--- src/rtl/hazard_control_unit_if.sv ---
// Bundle between the ID stage and the hazard controller:
// hazard/branch inputs in, PC/IF-ID/ID-EX control and perf counters out.
interface hazard_control_unit_if #(
    parameter int REG_ADDR_W = 5,
    parameter int CNT_W      = 16
);
    logic [REG_ADDR_W-1:0] ID_EX_rt;
    logic                  ID_EX_mem_read;
    logic [REG_ADDR_W-1:0] IF_ID_rs;
    logic [REG_ADDR_W-1:0] IF_ID_rt;
    logic                  IF_ID_uses_rt;
    logic [1:0]            branch;
    logic                  equal;
    logic                  pc_write;
    logic                  IF_ID_write;
    logic                  mux_hz_unit;
    logic                  flush;
    logic [CNT_W-1:0]      stall_count;
    logic [CNT_W-1:0]      flush_count;

    modport master (
        output ID_EX_rt, ID_EX_mem_read,
        output IF_ID_rs, IF_ID_rt, IF_ID_uses_rt,
        output branch, equal,
        input  pc_write, IF_ID_write,
        input  mux_hz_unit, flush,
        input  stall_count, flush_count
    );

    modport slave (
        input  ID_EX_rt, ID_EX_mem_read,
        input  IF_ID_rs, IF_ID_rt, IF_ID_uses_rt,
        input  branch, equal,
        output pc_write, IF_ID_write,
        output mux_hz_unit, flush,
        output stall_count, flush_count
    );
endinterface

--- src/rtl/hazard_control_unit.sv ---
// Load-use stall and branch/jump flush controller for the 5-stage
// pipeline, with saturating stall/flush event counters.
module hazard_control_unit #(
    parameter int REG_ADDR_W        = 5,
    parameter int LOAD_STALL_CYCLES = 1,
    parameter int FLUSH_CYCLES      = 1,
    parameter int CNT_W             = 16
) (
    input logic                  clk,
    input logic                  rst_n,
    hazard_control_unit_if.slave hz_if
);
    localparam int MAXC = (LOAD_STALL_CYCLES > FLUSH_CYCLES) ?
                          LOAD_STALL_CYCLES : FLUSH_CYCLES;
    localparam int CW   = $clog2(MAXC + 1);

    localparam logic [REG_ADDR_W-1:0] ZERO_REG = '0;

    typedef enum logic [1:0] {
        IDLE,
        STALL,
        FLUSH
    } state_e;

    state_e           state_q, state_d;
    logic [CW-1:0]    rem_q, rem_d;
    logic [CNT_W-1:0] stall_cnt_q, stall_cnt_d;
    logic [CNT_W-1:0] flush_cnt_q, flush_cnt_d;

    logic rs_match;
    logic rt_match;
    logic hz;
    logic tk;
    logic hold;
    logic flush_c;

    assign rs_match = hz_if.IF_ID_rs == hz_if.ID_EX_rt;
    assign rt_match = hz_if.IF_ID_uses_rt &&
                      (hz_if.IF_ID_rt == hz_if.ID_EX_rt);

    // Writes to $zero never produce a real dependency
    assign hz = hz_if.ID_EX_mem_read &&
                (hz_if.ID_EX_rt != ZERO_REG) &&
                (rs_match || rt_match);

    always_comb begin
        tk = 1'b0;
        unique case (hz_if.branch)
            2'b01:   tk = hz_if.equal;
            2'b10:   tk = !hz_if.equal;
            2'b11:   tk = 1'b1;
            default: tk = 1'b0;
        endcase
    end

    always_comb begin
        state_d     = state_q;
        rem_d       = rem_q;
        stall_cnt_d = stall_cnt_q;
        flush_cnt_d = flush_cnt_q;
        hold        = 1'b0;
        flush_c     = 1'b0;

        unique case (state_q)
            IDLE: begin
                // Stall wins; a dependent branch resolves after it
                if (hz) begin
                    hold = 1'b1;
                    if (stall_cnt_q != '1) begin
                        stall_cnt_d = stall_cnt_q + 1'b1;
                    end
                    if (LOAD_STALL_CYCLES > 1) begin
                        state_d = STALL;
                        rem_d   = CW'(LOAD_STALL_CYCLES - 1);
                    end
                end else if (tk) begin
                    flush_c = 1'b1;
                    if (flush_cnt_q != '1) begin
                        flush_cnt_d = flush_cnt_q + 1'b1;
                    end
                    if (FLUSH_CYCLES > 1) begin
                        state_d = FLUSH;
                        rem_d   = CW'(FLUSH_CYCLES - 1);
                    end
                end
            end
            STALL: begin
                hold  = 1'b1;
                rem_d = rem_q - 1'b1;
                if (rem_q == CW'(1)) begin
                    state_d = IDLE;
                end
            end
            FLUSH: begin
                flush_c = 1'b1;
                rem_d   = rem_q - 1'b1;
                if (rem_q == CW'(1)) begin
                    state_d = IDLE;
                end
            end
            default: begin
                state_d = IDLE;
                rem_d   = '0;
            end
        endcase

        if (!rst_n) begin
            hold    = 1'b0;
            flush_c = 1'b0;
        end
    end

    always_ff @(posedge clk or negedge rst_n) begin
        if (!rst_n) begin
            state_q     <= IDLE;
            rem_q       <= '0;
            stall_cnt_q <= '0;
            flush_cnt_q <= '0;
        end else begin
            state_q     <= state_d;
            rem_q       <= rem_d;
            stall_cnt_q <= stall_cnt_d;
            flush_cnt_q <= flush_cnt_d;
        end
    end

    assign hz_if.pc_write    = !hold;
    assign hz_if.IF_ID_write = !hold;
    assign hz_if.mux_hz_unit = !hold;
    assign hz_if.flush       = flush_c;
    assign hz_if.stall_count = stall_cnt_q;
    assign hz_if.flush_count = flush_cnt_q;
endmodule

--- src/flat_wrapper.sv ---
// flat-port wrapper written by rule: the top's interface ports become plain ports
module hazard_control_unit_flat 
#(
    parameter int REG_ADDR_W        = 5,
    parameter int LOAD_STALL_CYCLES = 1,
    parameter int FLUSH_CYCLES      = 1,
    parameter int CNT_W             = 16
)
  (clk, rst_n, hz_if_ID_EX_rt, hz_if_ID_EX_mem_read, hz_if_IF_ID_rs, hz_if_IF_ID_rt, hz_if_IF_ID_uses_rt, hz_if_branch, hz_if_equal, hz_if_pc_write, hz_if_IF_ID_write, hz_if_mux_hz_unit, hz_if_flush, hz_if_stall_count, hz_if_flush_count);
  hazard_control_unit_if #(.REG_ADDR_W(REG_ADDR_W), .CNT_W(CNT_W)) hz_if_i ();
  input logic clk;
  input logic rst_n;
  input wire logic [$bits(hz_if_i.ID_EX_rt)-1:0] hz_if_ID_EX_rt;
  input wire logic [$bits(hz_if_i.ID_EX_mem_read)-1:0] hz_if_ID_EX_mem_read;
  input wire logic [$bits(hz_if_i.IF_ID_rs)-1:0] hz_if_IF_ID_rs;
  input wire logic [$bits(hz_if_i.IF_ID_rt)-1:0] hz_if_IF_ID_rt;
  input wire logic [$bits(hz_if_i.IF_ID_uses_rt)-1:0] hz_if_IF_ID_uses_rt;
  input wire logic [$bits(hz_if_i.branch)-1:0] hz_if_branch;
  input wire logic [$bits(hz_if_i.equal)-1:0] hz_if_equal;
  output wire logic [$bits(hz_if_i.pc_write)-1:0] hz_if_pc_write;
  output wire logic [$bits(hz_if_i.IF_ID_write)-1:0] hz_if_IF_ID_write;
  output wire logic [$bits(hz_if_i.mux_hz_unit)-1:0] hz_if_mux_hz_unit;
  output wire logic [$bits(hz_if_i.flush)-1:0] hz_if_flush;
  output wire logic [$bits(hz_if_i.stall_count)-1:0] hz_if_stall_count;
  output wire logic [$bits(hz_if_i.flush_count)-1:0] hz_if_flush_count;
  assign hz_if_i.ID_EX_rt = hz_if_ID_EX_rt;
  assign hz_if_i.ID_EX_mem_read = hz_if_ID_EX_mem_read;
  assign hz_if_i.IF_ID_rs = hz_if_IF_ID_rs;
  assign hz_if_i.IF_ID_rt = hz_if_IF_ID_rt;
  assign hz_if_i.IF_ID_uses_rt = hz_if_IF_ID_uses_rt;
  assign hz_if_i.branch = hz_if_branch;
  assign hz_if_i.equal = hz_if_equal;
  assign hz_if_pc_write = hz_if_i.pc_write;
  assign hz_if_IF_ID_write = hz_if_i.IF_ID_write;
  assign hz_if_mux_hz_unit = hz_if_i.mux_hz_unit;
  assign hz_if_flush = hz_if_i.flush;
  assign hz_if_stall_count = hz_if_i.stall_count;
  assign hz_if_flush_count = hz_if_i.flush_count;
  hazard_control_unit #(.REG_ADDR_W(REG_ADDR_W), .LOAD_STALL_CYCLES(LOAD_STALL_CYCLES), .FLUSH_CYCLES(FLUSH_CYCLES), .CNT_W(CNT_W)) u_core (.clk(clk), .rst_n(rst_n), .hz_if(hz_if_i));
endmodule
--- config.mk ---
export PLATFORM = sky130hd
export DESIGN_NAME = hazard_control_unit_flat
export DESIGN_NICKNAME = d
export VERILOG_FILES = /design/src/rtl/hazard_control_unit_if.sv /design/src/rtl/hazard_control_unit.sv /design/src/flat_wrapper.sv
export SDC_FILE = /design/constraint.sdc
export NUM_CORES = 1
export LEC_CHECK = 0
export ABC_AREA = 1
export BUFFER_PORTS_ARGS = -buffer_cell sky130_fd_sc_hd__buf_2
export CAP_MARGIN = 20
export CORE_AREA = 2 2 72 74
export DETAILED_ROUTE_END_ITERATION = 8
export DIE_AREA = 0 0 74 76
export PLACE_DENSITY_LB_ADDON = 0.2
export SYNTH_ARGS = -nofsm -noshare
export SYNTH_HDL_FRONTEND = slang
export SYNTH_SLANG_ARGS = --single-unit
--- constraint.sdc ---
create_clock -name clk -period 1.4 [get_ports clk]
set_input_delay 0.21 -clock clk [delete_from_list [all_inputs] [get_ports clk]]
set_output_delay 0.21 -clock clk [all_outputs]
set_load 0.05 [all_outputs]
==> parameters.txt <==
Parameter                              Value

Run status
  Result of the run ... finished, violations left
  Violated checks ... negative setup slack

CTS
  Total clock buffers created by CTS ... 5
  Clock insertion delay at the later pin of the skew report ... approximately 0.29 ns
  Clock root buffer ... sky130_fd_sc_hd__clkbuf_8
  Clock sinks ... 32
  Clock Tree Buf Depth ... 2
  H-Tree Depth ... 2
  CTS tree ... done
  Post-CTS clock slew at the launch and capture registers of the worst setup and hold paths ... 0.07 ns

Synthesis
  Synth Cell Area ... between 2000 and 2500 sq um
  Yosys reg bits ... 32
  Post-synthesis cell type count ... 28
  Post-Syn Area per Cell ... 6.842 sq um
  Post-Syn Nets ... ~360
  Synth Warn # ... 0
  Area fraction of the dominant cell type after synthesis ... a little over a third
  Seq/Total Area, Yosys ... 35.36%
  Cells taking the most area after synthesis ... sky130_fd_sc_hd__dfrtp_1 35%, sky130_fd_sc_hd__nand2_1 21%, sky130_fd_sc_hd__nand3_1 6.4%
  Dominant cell type by area after synthesis ... sky130_fd_sc_hd__dfrtp_1
  Cells after synthesis ... approximately 330

Timing
  Measured slew at the worst slew-check pin ... 0.2516 ns
  Final clock period utilization by the worst path ... 112.7%
  Count of pins over their slew limit ... 0
  Hold Worst Slack ... roughly 0.53 ns
  F_max ... 0.6336 GHz
  Final setup viols ... 32
  Fin. Hold Viols ... 0
  Worst setup slack after layout ... -0.1782 ns
  RSZ-0062 raised after global routing ... yes
  Final critical delay including setup and external delays ... 1.578 ns
  Slew Limit Headroom ... 83.18%
  Final setup skew ... 0.005663 ns

Final layout
  Area growth from synthesis to layout ... 57.07%
  Register cell area after layout ... 822.0 sq um
  Final Util ... between 70% and 80%
  Non-filler instance count after layout ... roughly 520
  Ratio of cells with drive above 1 in the final layout ... between 40% and 50%
  Most common cell after layout, fill and taps aside ... sky130_fd_sc_hd__nand2_1
  Area taken by multi-input logic gates ... 1499 sq um
  Commonest cells after routing, fill and taps aside ... 107 x sky130_fd_sc_hd__nand2_1, 52 x sky130_fd_sc_hd__buf_4, 47 x sky130_fd_sc_hd__buf_2, 27 x sky130_fd_sc_hd__inv_1, 24 x sky130_fd_sc_hd__nand3_1
  Post-layout instance area ... 3557 sq um
  Final Net Count ... 470
  Antenna Diode Count ... 0
  Layout filler cell count ... 388

Worst setup path
  Worst Reg2Reg Path Length in Cells ... 10
  Launch instance of the worst register-to-register path ... u_core.hz_if.stall_count[1]$_DFFE_PN0P_
  Number of buffers and inverters on the critical path ... 1
  End of the worst register-to-register path ... u_core.hz_if.stall_count[7]$_DFFE_PN0P_
  Critical Path Start Type ... register
  Crit path max-delay family ... simple AND/OR/NAND/NOR gates
  Critical-path top delay cell ... sky130_fd_sc_hd__dfrtp_2
  Series of cell instances along the critical path ... ha_4 > nand2_4 > nor2_4 > nand2_2 > nor3_2 > nand2_2 > nand3_4 > clkbuf_16 > nand2_1 > nand2_1
  Reg-to-reg slack, setup ... -0.18 ns
  Crit path capture type ... register
  Arrival time worst endpoint ... approximately 1.8 ns
  Endpoint required time on the critical path ... 1.62 ns
  Crit path largest cell delay ... 0.39 ns
  Maximum fanout along the worst path ... 10
  Kind of critical path ... reg2reg

Power
  Overall Power ... roughly 3.2 mW
  Maximum resistive drop on vdd ... ~0.75 mV
  Static leakage power ... 1.811 nW
  Power per Cell Area ... 894.5 nW/um^2

Drt
  Total number of vias ... 2636
  Drt wl/cell ... roughly 14 um
  Violation count after the first detailed-routing iteration ... approximately 190
  Post-route ant nets ... 0
  Routed wire length ... between 7000 and 8000 um
  Drt first pass iters ... 5
  Drt via density ... 5.099
  Post-detailed-route DRC marker count ... 0

Placed design
  RePlAce Congestion ... 0.8722
  Number of buffer cells added on primary ports ... 57
  Cell Area, Placed ... roughly 3100 sq um
  Total placed cells including tap cells ... between 400 and 500
  Post-DP HPWL ... 4706 um

Floorplan
  Starting utilization of the core area ... between 40% and 50%
  Die outline width ... 74 um
  Number of placement rows ... 26
  Die outline area ... 5624 sq um
  Std-Cell Core Area ... 4912 sq um
  Die height ... 76 um
  Num ports ... 58

Global route
  Antenna violations before repair ... 0
  Global-route wire length before repair ... about 11000 um
  Maximum number of pins on one net before global-route repair ... 21
  Remaining global-route overflow ... 0
  Global-route total usage across every layer ... 24.06%
  Number of global-route vias before repair ... ~2.4k

Job
  Number of max-cap violations ... 0

Hold path
  Hold Crit Class ... in2async
==> kinds of logic (layout without fill, tap and decap cells) <==
| logic type | Yosys count | in the layout | share of synthesized area, % |
|---|---|---|---|
| AND/OR/NAND/NOR | 221 | 222 | 43.98 |
| XOR/XNOR | 22 | 22 | 8.508 |
| AO/OA/AOI/OAI | 5 | 5 | 1.105 |
| adder cells (fa/ha/maj) | 2 | 2 | 1.105 |
| multiplexers | 1 | 1 | 0.4972 |
| buffers and inverters | 48 | 163 | 9.448 |
| flip-flops | 32 | 32 | 35.36 |
==> metrics by stage <==
stage	setup TNS (ns)	worst slack [ns]
3_5_place_dp	-3.397	-0.1736
5_1_grt	-5.236	-0.2521
3_3_place_gp	-2.233	-0.1165
2_1_floorplan	-6.876	-0.2545
4_1_cts	-1.019	-0.08760
6_report	-2.843	-0.1782
==> sequential cells by signal (all words and copies together), names as in the netlist <==
name / count
u_core.hz_if.flush_count: 16
u_core.hz_if.stall_count: 16
==> worst reg2reg max path, delay by kind of cell (launching register included) <==
kind,cells,cell delay [ns]
flops,1,0.39
buf+inv,1,0.17
fa+ha+maj,1,0.16
simple gates,8,0.79
==> cells in the mapped netlist (all sizes together) <==
master	instances
nand2	124
nand3b	1
o21ai	5
ha	2
dfrtp	32
xor2	10
buf	11
mux2	1
and3	1
xnor2	12
inv	36
clkbuf	1
nor3	6
nor2	36
nand3	33
nand4	20
==> routing by layer <==
layer	share of wire [%]	vias to the layer above	GRT usage, %
met5	0	-	0
met4	2.2	0	9.273
met3	5.5	18	4.762
met2	53	105	40.63
met1	40	1229	29.60
li1	-	1284	-
==> final cells by class <==
class,count,area share [%]
multi-input combinational,252,42.14
timing repair buffer,119,25.89
sequential,32,23.11
inverter,36,4.151
tap,70,2.462
clock buffer,8,2.251
==> what timing repair did <==
| item | 4_1_cts | 5_1_grt |
|---|---|---|
| pin swaps | 14 | 29 |
| gates cloned | 1 | 3 |
| buffers inserted | 2 | 3 |
| hold buffers | 2 | 0 |
| hold endpoints to repair | 10 | 0 |
| gates resized for setup | 23 | 59 |
| setup endpoints to repair | 36 | 37 |
==> where the power goes <==
| part | total [mW] | leakage [nW] | switching, mW | internal, mW |
|---|---|---|---|---|
| combinational | 1.30 | 1.36 | 0.779 | 0.521 |
| clock | 0.701 | 0.0395 | 0.347 | 0.353 |
| sequential | 1.18 | 0.412 | 0.141 | 1.04 |
| total | 3.18 | 1.81 | 1.27 | 1.91 |
==> worst max-delay path by stage <==
stage / from / endpoint / slack [ns] / cells after the start
4_1_cts: u_core.hz_if.stall_count[1]$_DFFE_PN0P_ / u_core.hz_if.stall_count[15]$_DFFE_PN0P_ / -0.09 / 10
5_1_grt: u_core.hz_if.stall_count[1]$_DFFE_PN0P_ / u_core.hz_if.stall_count[7]$_DFFE_PN0P_ / -0.25 / 10
3_5_place_dp: hz_if_ID_EX_rt[2] / u_core.hz_if.flush_count[7]$_DFFE_PN0P_ / -0.17 / 10
6_report: u_core.hz_if.stall_count[1]$_DFFE_PN0P_ / u_core.hz_if.stall_count[7]$_DFFE_PN0P_ / -0.18 / 10
2_1_floorplan: u_core.hz_if.flush_count[0]$_DFFE_PN0P_ / u_core.hz_if.flush_count[13]$_DFFE_PN0P_ / -0.25 / 10
3_3_place_gp: hz_if_ID_EX_rt[2] / u_core.hz_if.flush_count[15]$_DFFE_PN0P_ / -0.12 / 10
(Power assumes the default switching activity.)
